### src/rtl/instr_fetch_unit.sv
// -----------------------------------------------------------------------------
// instr_fetch_unit
//
// Fetch stage ahead of the IF/ID register. Owns the PC and issues in-order word
// fetches to a variable-latency instruction memory. Each accepted request
// reserves a queue slot, so responses land in the order their requests went
// out. The oldest completed slot is presented to IF/ID. A taken-branch redirect
// flushes the queue. Responses still owed by the memory for flushed fetches
// are counted and discarded when they arrive.
//
// Parameters:
//   DEPTH     queue entries; also caps buffered + in-flight fetches (power of 2, >= 2)
//   RESET_PC  first fetch address after reset
//
// Ports:
//   clk, reset                      clock; asynchronous active-low reset
//   redirect, redirect_pc           taken branch from EX/MEM and its target
//   imem_req_valid/ready/addr       fetch request channel (word addresses)
//   imem_rsp_valid/data             in-order fetch responses
//   if_valid/ready, if_pc/instr     {pc, instr} toward IF/ID (if_ready low = stall)
//
// Optional feature (macro FETCH_BYPASS_EN):
//   When no completed slot sits ahead of the responding slot, a response is
//   presented on if_* in the same cycle. If if_ready is high, it is consumed
//   without being written to the queue. Without the macro, every response is
//   registered first, and there is no combinational path from imem_rsp_* to if_*.
// -----------------------------------------------------------------------------
module instr_fetch_unit #(
  parameter int          DEPTH    = 4,
  parameter logic [63:0] RESET_PC = 64'h0
) (
  input  logic        clk,
  input  logic        reset,
  input  logic        redirect,
  input  logic [63:0] redirect_pc,
  output logic        imem_req_valid,
  input  logic        imem_req_ready,
  output logic [63:0] imem_req_addr,
  input  logic        imem_rsp_valid,
  input  logic [31:0] imem_rsp_data,
  output logic        if_valid,
  input  logic        if_ready,
  output logic [63:0] if_pc,
  output logic [31:0] if_instr
);

  localparam int          PW      = $clog2(DEPTH);
  localparam int          CW      = PW + 1;
  localparam logic [CW:0] DEPTH_W = (CW + 1)'(DEPTH);
  localparam logic [31:0] NOP     = 32'h0000_0013;

  // Pointers: head = next slot to present, tail = next slot to reserve,
  // rptr = oldest reserved slot still waiting for its response.
  logic [PW-1:0] head_q, head_d, tail_q, tail_d, rptr_q, rptr_d;
  // cnt = reserved slots (entries + outstanding); out = slots awaiting data;
  // drop = responses still owed for fetches abandoned by a redirect.
  logic [CW-1:0] cnt_q, cnt_d, out_q, out_d, drop_q, drop_d;
  logic [63:0]   fetch_pc_q, fetch_pc_d, last_pc_q, last_pc_d;
  logic          run_q, run_d;
  logic [DEPTH-1:0] done_q, done_d;

  logic [63:0] slot_pc_q    [DEPTH];
  logic [31:0] slot_instr_q [DEPTH];
  logic [DEPTH-1:0] pc_we, instr_we;

  logic [CW:0] occ;
  logic        accept, pop, rsp_take, head_ready, bypass;

  // Output and handshake decode.
  always_comb begin
    // Dropped fetches still occupy the memory pipeline. Counting them here keeps
    // in-flight work bounded by DEPTH, so no counter can wrap.
    occ            = {1'b0, cnt_q} + {1'b0, drop_q};
    imem_req_valid = run_q && !redirect && (occ < DEPTH_W);
    imem_req_addr  = fetch_pc_q;
    accept         = imem_req_valid && imem_req_ready;
    rsp_take       = imem_rsp_valid && (drop_q == '0) && (out_q != '0);
    head_ready     = (cnt_q != '0) && done_q[head_q];
`ifdef FETCH_BYPASS_EN
    bypass   = !head_ready && rsp_take && !redirect && (rptr_q == head_q);
    if_valid = head_ready || bypass;
    if_instr = head_ready ? slot_instr_q[head_q] : (bypass ? imem_rsp_data : NOP);
`else
    bypass   = 1'b0;
    if_valid = head_ready;
    if_instr = head_ready ? slot_instr_q[head_q] : NOP;
`endif
    if_pc = if_valid ? slot_pc_q[head_q] : last_pc_q;
    pop   = if_valid && if_ready;
  end

  // Next-state logic.
  always_comb begin
    // NOTE: every signal gets a default before any branch so no path leaves it
    // unassigned; otherwise synthesis infers a latch.
    head_d     = head_q;
    tail_d     = tail_q;
    rptr_d     = rptr_q;
    cnt_d      = cnt_q;
    out_d      = out_q;
    drop_d     = drop_q;
    done_d     = done_q;
    fetch_pc_d = fetch_pc_q;
    last_pc_d  = if_pc;
    run_d      = 1'b1;
    pc_we      = '0;
    instr_we   = '0;

    if (redirect) begin
      // Flush everything. Each fetch still owed by memory becomes a drop,
      // less any response that arrives this very cycle.
      head_d     = '0;
      tail_d     = '0;
      rptr_d     = '0;
      cnt_d      = '0;
      out_d      = '0;
      done_d     = '0;
      fetch_pc_d = redirect_pc & ~64'h3;
      drop_d     = drop_q + out_q - CW'(imem_rsp_valid && ((drop_q | out_q) != '0));
    end else begin
      if (accept) begin
        pc_we[tail_q] = 1'b1;
        tail_d        = tail_q + 1'b1;
        fetch_pc_d    = fetch_pc_q + 64'd4;
      end
      if (rsp_take) begin
        instr_we[rptr_q] = 1'b1;
        done_d[rptr_q]   = 1'b1;
        rptr_d           = rptr_q + 1'b1;
      end else if (imem_rsp_valid && (drop_q != '0)) begin
        drop_d = drop_q - 1'b1;
      end
      // A bypassed pop has head == rptr, so this clear overrides the set above.
      if (pop) begin
        done_d[head_q] = 1'b0;
        head_d         = head_q + 1'b1;
      end
      cnt_d = cnt_q + CW'(accept) - CW'(pop);
      out_d = out_q + CW'(accept) - CW'(rsp_take);
    end
  end

  // NOTE: sequential state uses non-blocking assignments so every flop samples
  // the values from before the edge, whatever the order the statements appear in.
  always_ff @(posedge clk or negedge reset) begin
    if (!reset) begin
      head_q     <= '0;
      tail_q     <= '0;
      rptr_q     <= '0;
      cnt_q      <= '0;
      out_q      <= '0;
      drop_q     <= '0;
      done_q     <= '0;
      fetch_pc_q <= RESET_PC;
      last_pc_q  <= '0;
      run_q      <= 1'b0;
    end else begin
      head_q     <= head_d;
      tail_q     <= tail_d;
      rptr_q     <= rptr_d;
      cnt_q      <= cnt_d;
      out_q      <= out_d;
      drop_q     <= drop_d;
      done_q     <= done_d;
      fetch_pc_q <= fetch_pc_d;
      last_pc_q  <= last_pc_d;
      run_q      <= run_d;
    end
  end

  // NOTE: slot storage is deliberately not reset. The done bits and counters
  // guard every read, so stale contents are never observed.
  always_ff @(posedge clk) begin
    for (int i = 0; i < DEPTH; i++) begin
      if (pc_we[i])    slot_pc_q[i]    <= fetch_pc_q;
      if (instr_we[i]) slot_instr_q[i] <= imem_rsp_data;
    end
  end

endmodule

### config.mk
export PLATFORM = sky130hd
export DESIGN_NAME = instr_fetch_unit
export DESIGN_NICKNAME = d
export VERILOG_FILES = /design/src/rtl/instr_fetch_unit.sv
export SDC_FILE = /design/constraint.sdc
export NUM_CORES = 1
export LEC_CHECK = 0
export ABC_AREA = 1
export CAP_MARGIN = 0
export CORE_ASPECT_RATIO = 1.1
export CORE_MARGIN = 10
export CORE_UTILIZATION = 45
export DETAILED_ROUTE_END_ITERATION = 8
export PLACE_DENSITY = 0.66
export SYNTH_ARGS = -nofsm -noshare
export SYNTH_HDL_FRONTEND = slang
export SYNTH_SLANG_ARGS = --single-unit
### constraint.sdc
create_clock -name clk -period 12.7 [get_ports clk]
set_input_delay 3.175 -clock clk [delete_from_list [all_inputs] [get_ports clk]]
set_output_delay 3.175 -clock clk [all_outputs]
set_load 0.03 [all_outputs]
### Word-level counts from Yosys, hierarchy flattened

Memories as Yosys holds them, arrays and structs flattened.
Cells that the tools add are included.

| word-level totals | value |
|---|---|
| bits in writable memories | 384 |
| ROM bits | 0 |
| memories | 2 |
| register bits after elaboration | 148 |
| input port bits | 102 |
| output and inout bits | 162 |
| logic and storage cells | 130 |
| latch bits | 0 |

Memories:

| name | words | width | rd ports | clocked after memory_dff | wr ports | line | source |
|---|---|---|---|---|---|---|---|
| slot_pc_q | 4 | 64 | 1 | 0 | 1 | 62 | `logic [63:0] slot_pc_q [DEPTH];` |
| slot_instr_q | 4 | 32 | 1 | 0 | 1 | 63 | `logic [31:0] slot_instr_q [DEPTH];` |

| operators by class | value |
|---|---|
| $mul | 0 |
| order comparisons | 7 |
| divide/modulo/power cells | 0 |
| shift-type cells | 0 |
| equal/unequal tests | 1 |
| add/subtract/negate cells | 12 |
| muxes and demuxes | 65 |
| reductions and logical operators | 29 |
| bitwise gates (word level) | 4 |

Operators by type and width:

| cell | count |
|---|---|
| 64-bit two-way mux | 6 |
| 64-bit OR reduction | 3 |
| 32-bit two-way mux | 4 |
| 32-bit OR reduction | 3 |
| 64-bit by 3-bit adder with 64-bit output, second input constant | 1 |
| 4-bit two-way mux | 8 |
| 1-bit two-way mux | 26 |
| 2-bit two-way mux | 12 |
| 3-bit two-way mux | 5 |
| 1-bit logical AND | 12 |
| 3-bit nonzero test | 4 |
| 2-bit by 3-bit less-than comparator with 1-bit output, second input constant | 3 |
| 3-bit by 1-bit subtractor with 3-bit output | 3 |
| 2-bit nonzero test | 4 |
| 2-bit by 1-bit adder with 2-bit output, second input constant | 3 |
| 3-bit by 1-bit adder with 3-bit output | 2 |
| 1-bit demux with 2-bit select | 3 |
| 2-bit by 1-bit greater-or-equal comparator with 1-bit output, second input constant | 3 |
| 3-bit by 3-bit adder with 4-bit output | 1 |
| 4-bit bitwise AND | 1 |
| 4-bit by 3-bit less-than comparator with 1-bit output, second input constant | 1 |
| 4-bit NOT | 1 |
| 4-bit OR | 1 |
| 3-bit adder | 1 |
| other kinds (7) | 7 |

### Depth between registers and ports, before layout

| logic depth | value |
|---|---|
| word-level depth | 12 |
| gate-level depth with buffers | 14 |
| depth with buffers taken out | 13 |

### Worst setup path before layout

No wires, ideal clock.

| path | value |
|---|---|
| path type | input port to flip-flop |
| from | in redirect |
| to | mem slot_pc_q[0][10] (enable) |
| slack | 5.346 ns |
| cell stages on the path | 8 |
| buffers on the path | 3 |
| required time | 12.218 ns |
| library setup time | 0.482 ns |
| arrival time | 6.872 ns |
| cells stage by stage | buf_2 inv_4 nand2_2 nor3_4 nand2_2 buf_6 buf_2 nor2_1 |

| on the way | value |
|---|---|
| elaborated cells between the ends (all ways) | 23 |
| those cells by class | 16 x mux; 7 x reduce/logical |

RTL lines:

| item | line | source |
|---|---|---|
| start: declaration | 34 | `input logic redirect,` |
| 1-bit logical NOT | 74 | `imem_req_valid = run_q && !redirect && (occ < DEPTH_W);` |
| 1-bit logical AND (2 in series) | 74 |  |
| net imem_req_valid | 36 | `output logic imem_req_valid,` |
| 1-bit logical AND | 76 | `accept = imem_req_valid && imem_req_ready;` |
| 4-bit two-way mux | 121 | `if (accept) begin` |
| 4-bit two-way mux | 109 | `if (redirect) begin` |
| net pc_we[0] | 64 | `logic [DEPTH-1:0] pc_we, instr_we;` |
| 1-bit two-way mux | 175 | `if (pc_we[i]) slot_pc_q[i] <= fetch_pc_q;` |
| 1-bit two-way mux (implied by the code) | 175 |  |
| 1-bit two-way mux (no source line) (3 in series) | n/a |  |
| end: declaration | 62 |  |

The timed path passes the listed nets, and every way through them passes these cells.

### Worst setup path after layout

| path | value |
|---|---|
| from | reg head_q[0] |
| to | out if_pc[56] |

| on the way | value |
|---|---|
| longest elaborated chain between the ends | 4 |
| elaborated cells between the ends (all ways) | 5 |
| those cells by class | 3 x mux; 1 x reduce/logical; 1 x memory |

Ends and longest elaborated chain:

| item | line | source |
|---|---|---|
| start: declaration | 54 | `logic [PW-1:0] head_q, head_d, tail_q, tail_d, rptr_q, rptr_d;` |
| start signal: assignment | 147 | `head_q <= '0;` |
| start signal: assignment | 158 | `head_q <= head_d;` |
| 1-bit binary-select mux with 2-bit select | 78 | `head_ready = (cnt_q != '0) && done_q[head_q];` |
| 1-bit two-way mux (implied by the code) | 78 |  |
| 1-bit logical AND | 78 |  |
| 64-bit two-way mux (*) | 88 | `if_pc = if_valid ? slot_pc_q[head_q] : last_pc_q;` |
| end: declaration | 43 | `output logic [63:0] if_pc,` |

Mark *: on every way between the ends. The rest lies on a longest branch, timed or not. The select of a mux whose other input is x is not followed.

==> qor.txt <==
standard-cell row count: 86
power share of the sequential group: 44.9%
Layout Cell Area excl Fill: 27700 um^2
clock-pin slew of the registers on the worst-case setup and hold paths: 0.06 ns
post-synthesis register bit count: 522
LEAKAGE: 10.4 nW
number of antenna-violating nets in the routed design: 0
share of cells above drive strength 1: 5.47%
cell taking the most area after synthesis: sky130_fd_sc_hd__edfxtp_1
TritonCTS buffer count: 52
IO buf count: 259
crit-path most repeated cell: sky130_fd_sc_hd__buf_4
transition time at the pin with the least slew margin: 1.17 ns
Die Ht: 256 um
dominant cells by area after synthesis: sky130_fd_sc_hd__edfxtp_1, sky130_fd_sc_hd__dfrtp_1, sky130_fd_sc_hd__nor2_1
multiplexer share of the synthesized area: 0%
final setup TNS: 0 ns
starting density of the core: 45.5%
number of failing setup endpoints in the final timing report: 0
worst slack on hold paths: 0.490 ns
number of cells upsized or downsized after cts: 0
destination of the worst register-to-register timing path: last_pc_q[56]
GP Congestion: 0.960
DRC: 0
cell internal pwr: 0.00342 W
part of the Yosys area used for sequential elements: 65.7%
average detailed-routed wire length per instance: 20.2 um
fraction of the mapped netlist area in compound gates: 8.63%
Post-Synthesis Cell Area: 22800 um^2
RSZ-0062 raised after global routing: false
Die X: 234 um
Clk network pwr share: 34.1%
net switching fraction of the power: 29.0%
sum of buffers and inverters on the critical path: 4
Critical Path Max Stage Delay: 0.89 ns
Clock Latency Late Sink: 0.60 ns
Cells on Worst Hold Path: 2
origin of the critical flop-to-flop path: head_q[0]
maximum fanout along the worst path: 77
count of routing violations after the opening detailed-route iteration: 1385
final setup margin: 3.72 ns
P&R area growth vs syn: 21.7%
Peak Freq: 111 MHz
relative slew slack: 21.7%
final layout net count: 2577
power per cell area: 174 nW/um^2
minimum clock period after layout: 8.98 ns
switching component of the power: 0.00140 W
post-place instance area: 25800 um^2
DRT Wirelength: 63.5 mm
hold wc startpoint: last_pc_q[1]
Avg Vias per Cell: 5.28
Hold Path End: last_pc_q[1]
Post-Synthesis Cells: 2224
post-synthesis share of cell area spent on xor and xnor gates: 1.31%
Reg2Reg Depth: 8
count of distinct cell types in the synthesized netlist: 36
first-pass detailed-route iteration total: 7
Tot GR Track Use: 20.8%
number of global-route vias before repair: 16400
Tightest Hold Check Type: reg2reg
Placement Setup Slack: 4.20 ns
top_reg_cell synth: sky130_fd_sc_hd__edfxtp_1
Crit. End Element: output port
H-tree depth reported by CTS: 2
fin crit share: 70.7%
Comb power frac: 20.9%
critical path class: reg2out
wire length of the first global-routing pass: 96.8 mm
fraction of synthesized cell area taken by the top area cell type: 49.6%
clock root buffer: sky130_fd_sc_hd__clkbuf_16
final count of pins violating max slew: 0
post-CTS setup buffer count: 0
I/O pin cnt: 264
async set-reset flop share out of synthesis: 28.0%
Setup Skew: 0.0185 ns
clock tree from TritonCTS: yes
main combinational cell family by area after synthesis: simple AND/OR/NAND/NOR gates
Max-Cap Viols: 0
data arrival time of the critical path: 5.80 ns
average size of a mapped cell: 10.2 um^2
R2R Setup Slk: 8.10 ns
vias: 16600
hold buffer count at cts: 0
initial antenna violation count: 0
arithmetic-cell share of the synthesized area counting full adders, half adders and majority gates: 1.64%
buffers from clock root to sink, at most: 3
largest net degree at the start of global routing: 113
cells traversed along the worst timing path: buf_4 -> o211ai_1 -> nand2_1 -> nand2_2 -> inv_4 -> buf_4 -> nor2_1 -> a31oi_1 -> clkdlybuf4s50_1
status: finished clean
die area: 60000 um^2
core region area: 50000 um^2
worst-case vdd ir drop: 0.176 mV
sort of element at the start of the critical path: flip-flop
Crit-path slowest cell: sky130_fd_sc_hd__dfrtp_4
Post-synth EDFFs: 376
Detailed Place HPWL: 40.0 mm
fraction of the mapped netlist area in simple logic gates: 18.1%
residual overflow from global routing: 0
synthesis warning total: 0
Final Hold Violating Endpoints: 0
fin util: 55.3%
largest delay contributor family on the critical path: buffers and inverters
number of sinks handled by clock tree synthesis: 522
required arrival time at the worst endpoint: 9.52 ns
-- cell families after synthesis --
logic type      count (synthesis)
other cells                     2
simple gates                 1038
fa+ha+maj                      28
xor+xnor                       34
flops                         522
compound gates                359
buf+inv                       241
-- cells in the mapped netlist (11+ instances only) --
| library cell | number |
|---|---|
| sky130_fd_sc_hd__o21ai_1 | 11 |
| sky130_fd_sc_hd__o211ai_1 | 12 |
| sky130_fd_sc_hd__edfxtp_1 | 376 |
| sky130_fd_sc_hd__nand2_2 | 13 |
| sky130_fd_sc_hd__xnor2_1 | 12 |
| sky130_fd_sc_hd__ha_1 | 25 |
| sky130_fd_sc_hd__o21bai_1 | 16 |
| sky130_fd_sc_hd__nand3_1 | 91 |
| sky130_fd_sc_hd__xor2_1 | 22 |
| sky130_fd_sc_hd__buf_2 | 35 |
| sky130_fd_sc_hd__o21ai_0 | 219 |
| sky130_fd_sc_hd__nor2_1 | 569 |
| sky130_fd_sc_hd__nand2_1 | 345 |
| sky130_fd_sc_hd__inv_1 | 128 |
| sky130_fd_sc_hd__dfrtp_1 | 146 |
| sky130_fd_sc_hd__a31oi_1 | 63 |
| sky130_fd_sc_hd__clkbuf_1 | 42 |
| sky130_fd_sc_hd__a21oi_1 | 32 |
| sky130_fd_sc_hd__buf_1 | 13 |
-- power by group through the flow --
stage          clock network [W]  registers (W)  logic, W
4_1_cts                  0.00168        0.00216   0.00102
2_1_floorplan                  0        0.00221  0.000525
3_5_place_dp                   0        0.00220   0.00101
5_1_grt                  0.00174        0.00218   0.00109
3_3_place_gp                   0        0.00219   0.00100
6_report                 0.00164        0.00216   0.00101
-- flip-flops by register name (all words and copies together), names as in the netlist --
signal         cells
out_q              3
run_q              1
drop_q             3
head_q             2
cnt_q              3
last_pc_q         64
slot_pc_q        248
imem_req_addr     62
rptr_q             2
slot_instr_q     128
tail_q             2
done_q             4
-- cell type report --
cell class | instances | area (um^2)
Antenna cell | 1 | 2.50
Clock buffer | 70 | 1500
Clock inverter | 25 | 354
Fill cell | 4297 | 22400
Inverter | 134 | 518
Multi-Input combinational cell | 1462 | 6820
Sequential cell | 522 | 15000
Tap cell | 660 | 826
Timing Repair Buffer | 275 | 2710
-- placed cells by master, fill, tap and decap left out, types with 4 or more instances in the layout --
cell and n:
sky130_fd_sc_hd__o21ai_0 219, sky130_fd_sc_hd__o211ai_1 12, sky130_fd_sc_hd__clkbuf_1 6, sky130_fd_sc_hd__dfrtp_1 144, sky130_fd_sc_hd__nand2_2 13, sky130_fd_sc_hd__nor2_4 10, sky130_fd_sc_hd__buf_4 16, sky130_fd_sc_hd__edfxtp_1 376
sky130_fd_sc_hd__inv_1 128, sky130_fd_sc_hd__nor2_2 4, sky130_fd_sc_hd__inv_4 4, sky130_fd_sc_hd__nand4_1 9, sky130_fd_sc_hd__clkbuf_8 11, sky130_fd_sc_hd__clkinv_2 5, sky130_fd_sc_hd__a31oi_1 63, sky130_fd_sc_hd__nand3_1 91
sky130_fd_sc_hd__clkinv_1 7, sky130_fd_sc_hd__a21oi_1 32, sky130_fd_sc_hd__xnor2_1 12, sky130_fd_sc_hd__nand2_1 345, sky130_fd_sc_hd__clkbuf_16 53, sky130_fd_sc_hd__xor2_1 22, sky130_fd_sc_hd__ha_1 25, sky130_fd_sc_hd__nor2_1 561
sky130_fd_sc_hd__bufinv_16 9, sky130_fd_sc_hd__o21ai_1 11, sky130_fd_sc_hd__clkdlybuf4s50_1 257, sky130_fd_sc_hd__o21bai_1 16
-- through the flow --
stage          instances  power (W)
6_report            3149    0.00481
4_1_cts             3148    0.00486
3_3_place_gp        3053    0.00320
2_1_floorplan       2225    0.00273
5_1_grt             3148    0.00501
3_5_place_dp        3053    0.00321
-- worst reg2reg max path, stage by stage (launching register included) --
cell                       delay, ns
sky130_fd_sc_hd__dfrtp_4        0.89
sky130_fd_sc_hd__buf_4          0.84
sky130_fd_sc_hd__o211ai_1       0.22
sky130_fd_sc_hd__nand2_1        0.11
sky130_fd_sc_hd__nand2_2        0.47
sky130_fd_sc_hd__inv_4          0.73
sky130_fd_sc_hd__buf_4          0.72
sky130_fd_sc_hd__nor2_1         0.12
sky130_fd_sc_hd__a31oi_1        0.36
-- worst max-delay path by stage --
stage,start,to,depth (start not counted)
CTS,head_q[0],if_pc[56],9
global route,head_q[0],if_pc[56],9
detailed placement,head_q[0],if_pc[56],9
floorplan,redirect,slot_pc_q[0][10],8
global placement,head_q[0],if_pc[56],9
finish,head_q[0],if_pc[56],9
-- metal layers --
layer / share of wire, % / wire length [um] / track usage [%] / up-vias
met2: 49 / 31300 / 35.1 / 545
met3: 7.4 / 4680 / 4.39 / 80
met5: 0 / 0 / 0 / -
met1: 41 / 26100 / 26.3 / 8077
li1: - / - / - / 7929
met4: 2.2 / 1380 / 6.00 / 0
Note: power is estimated with default switching activity, not from simulation.
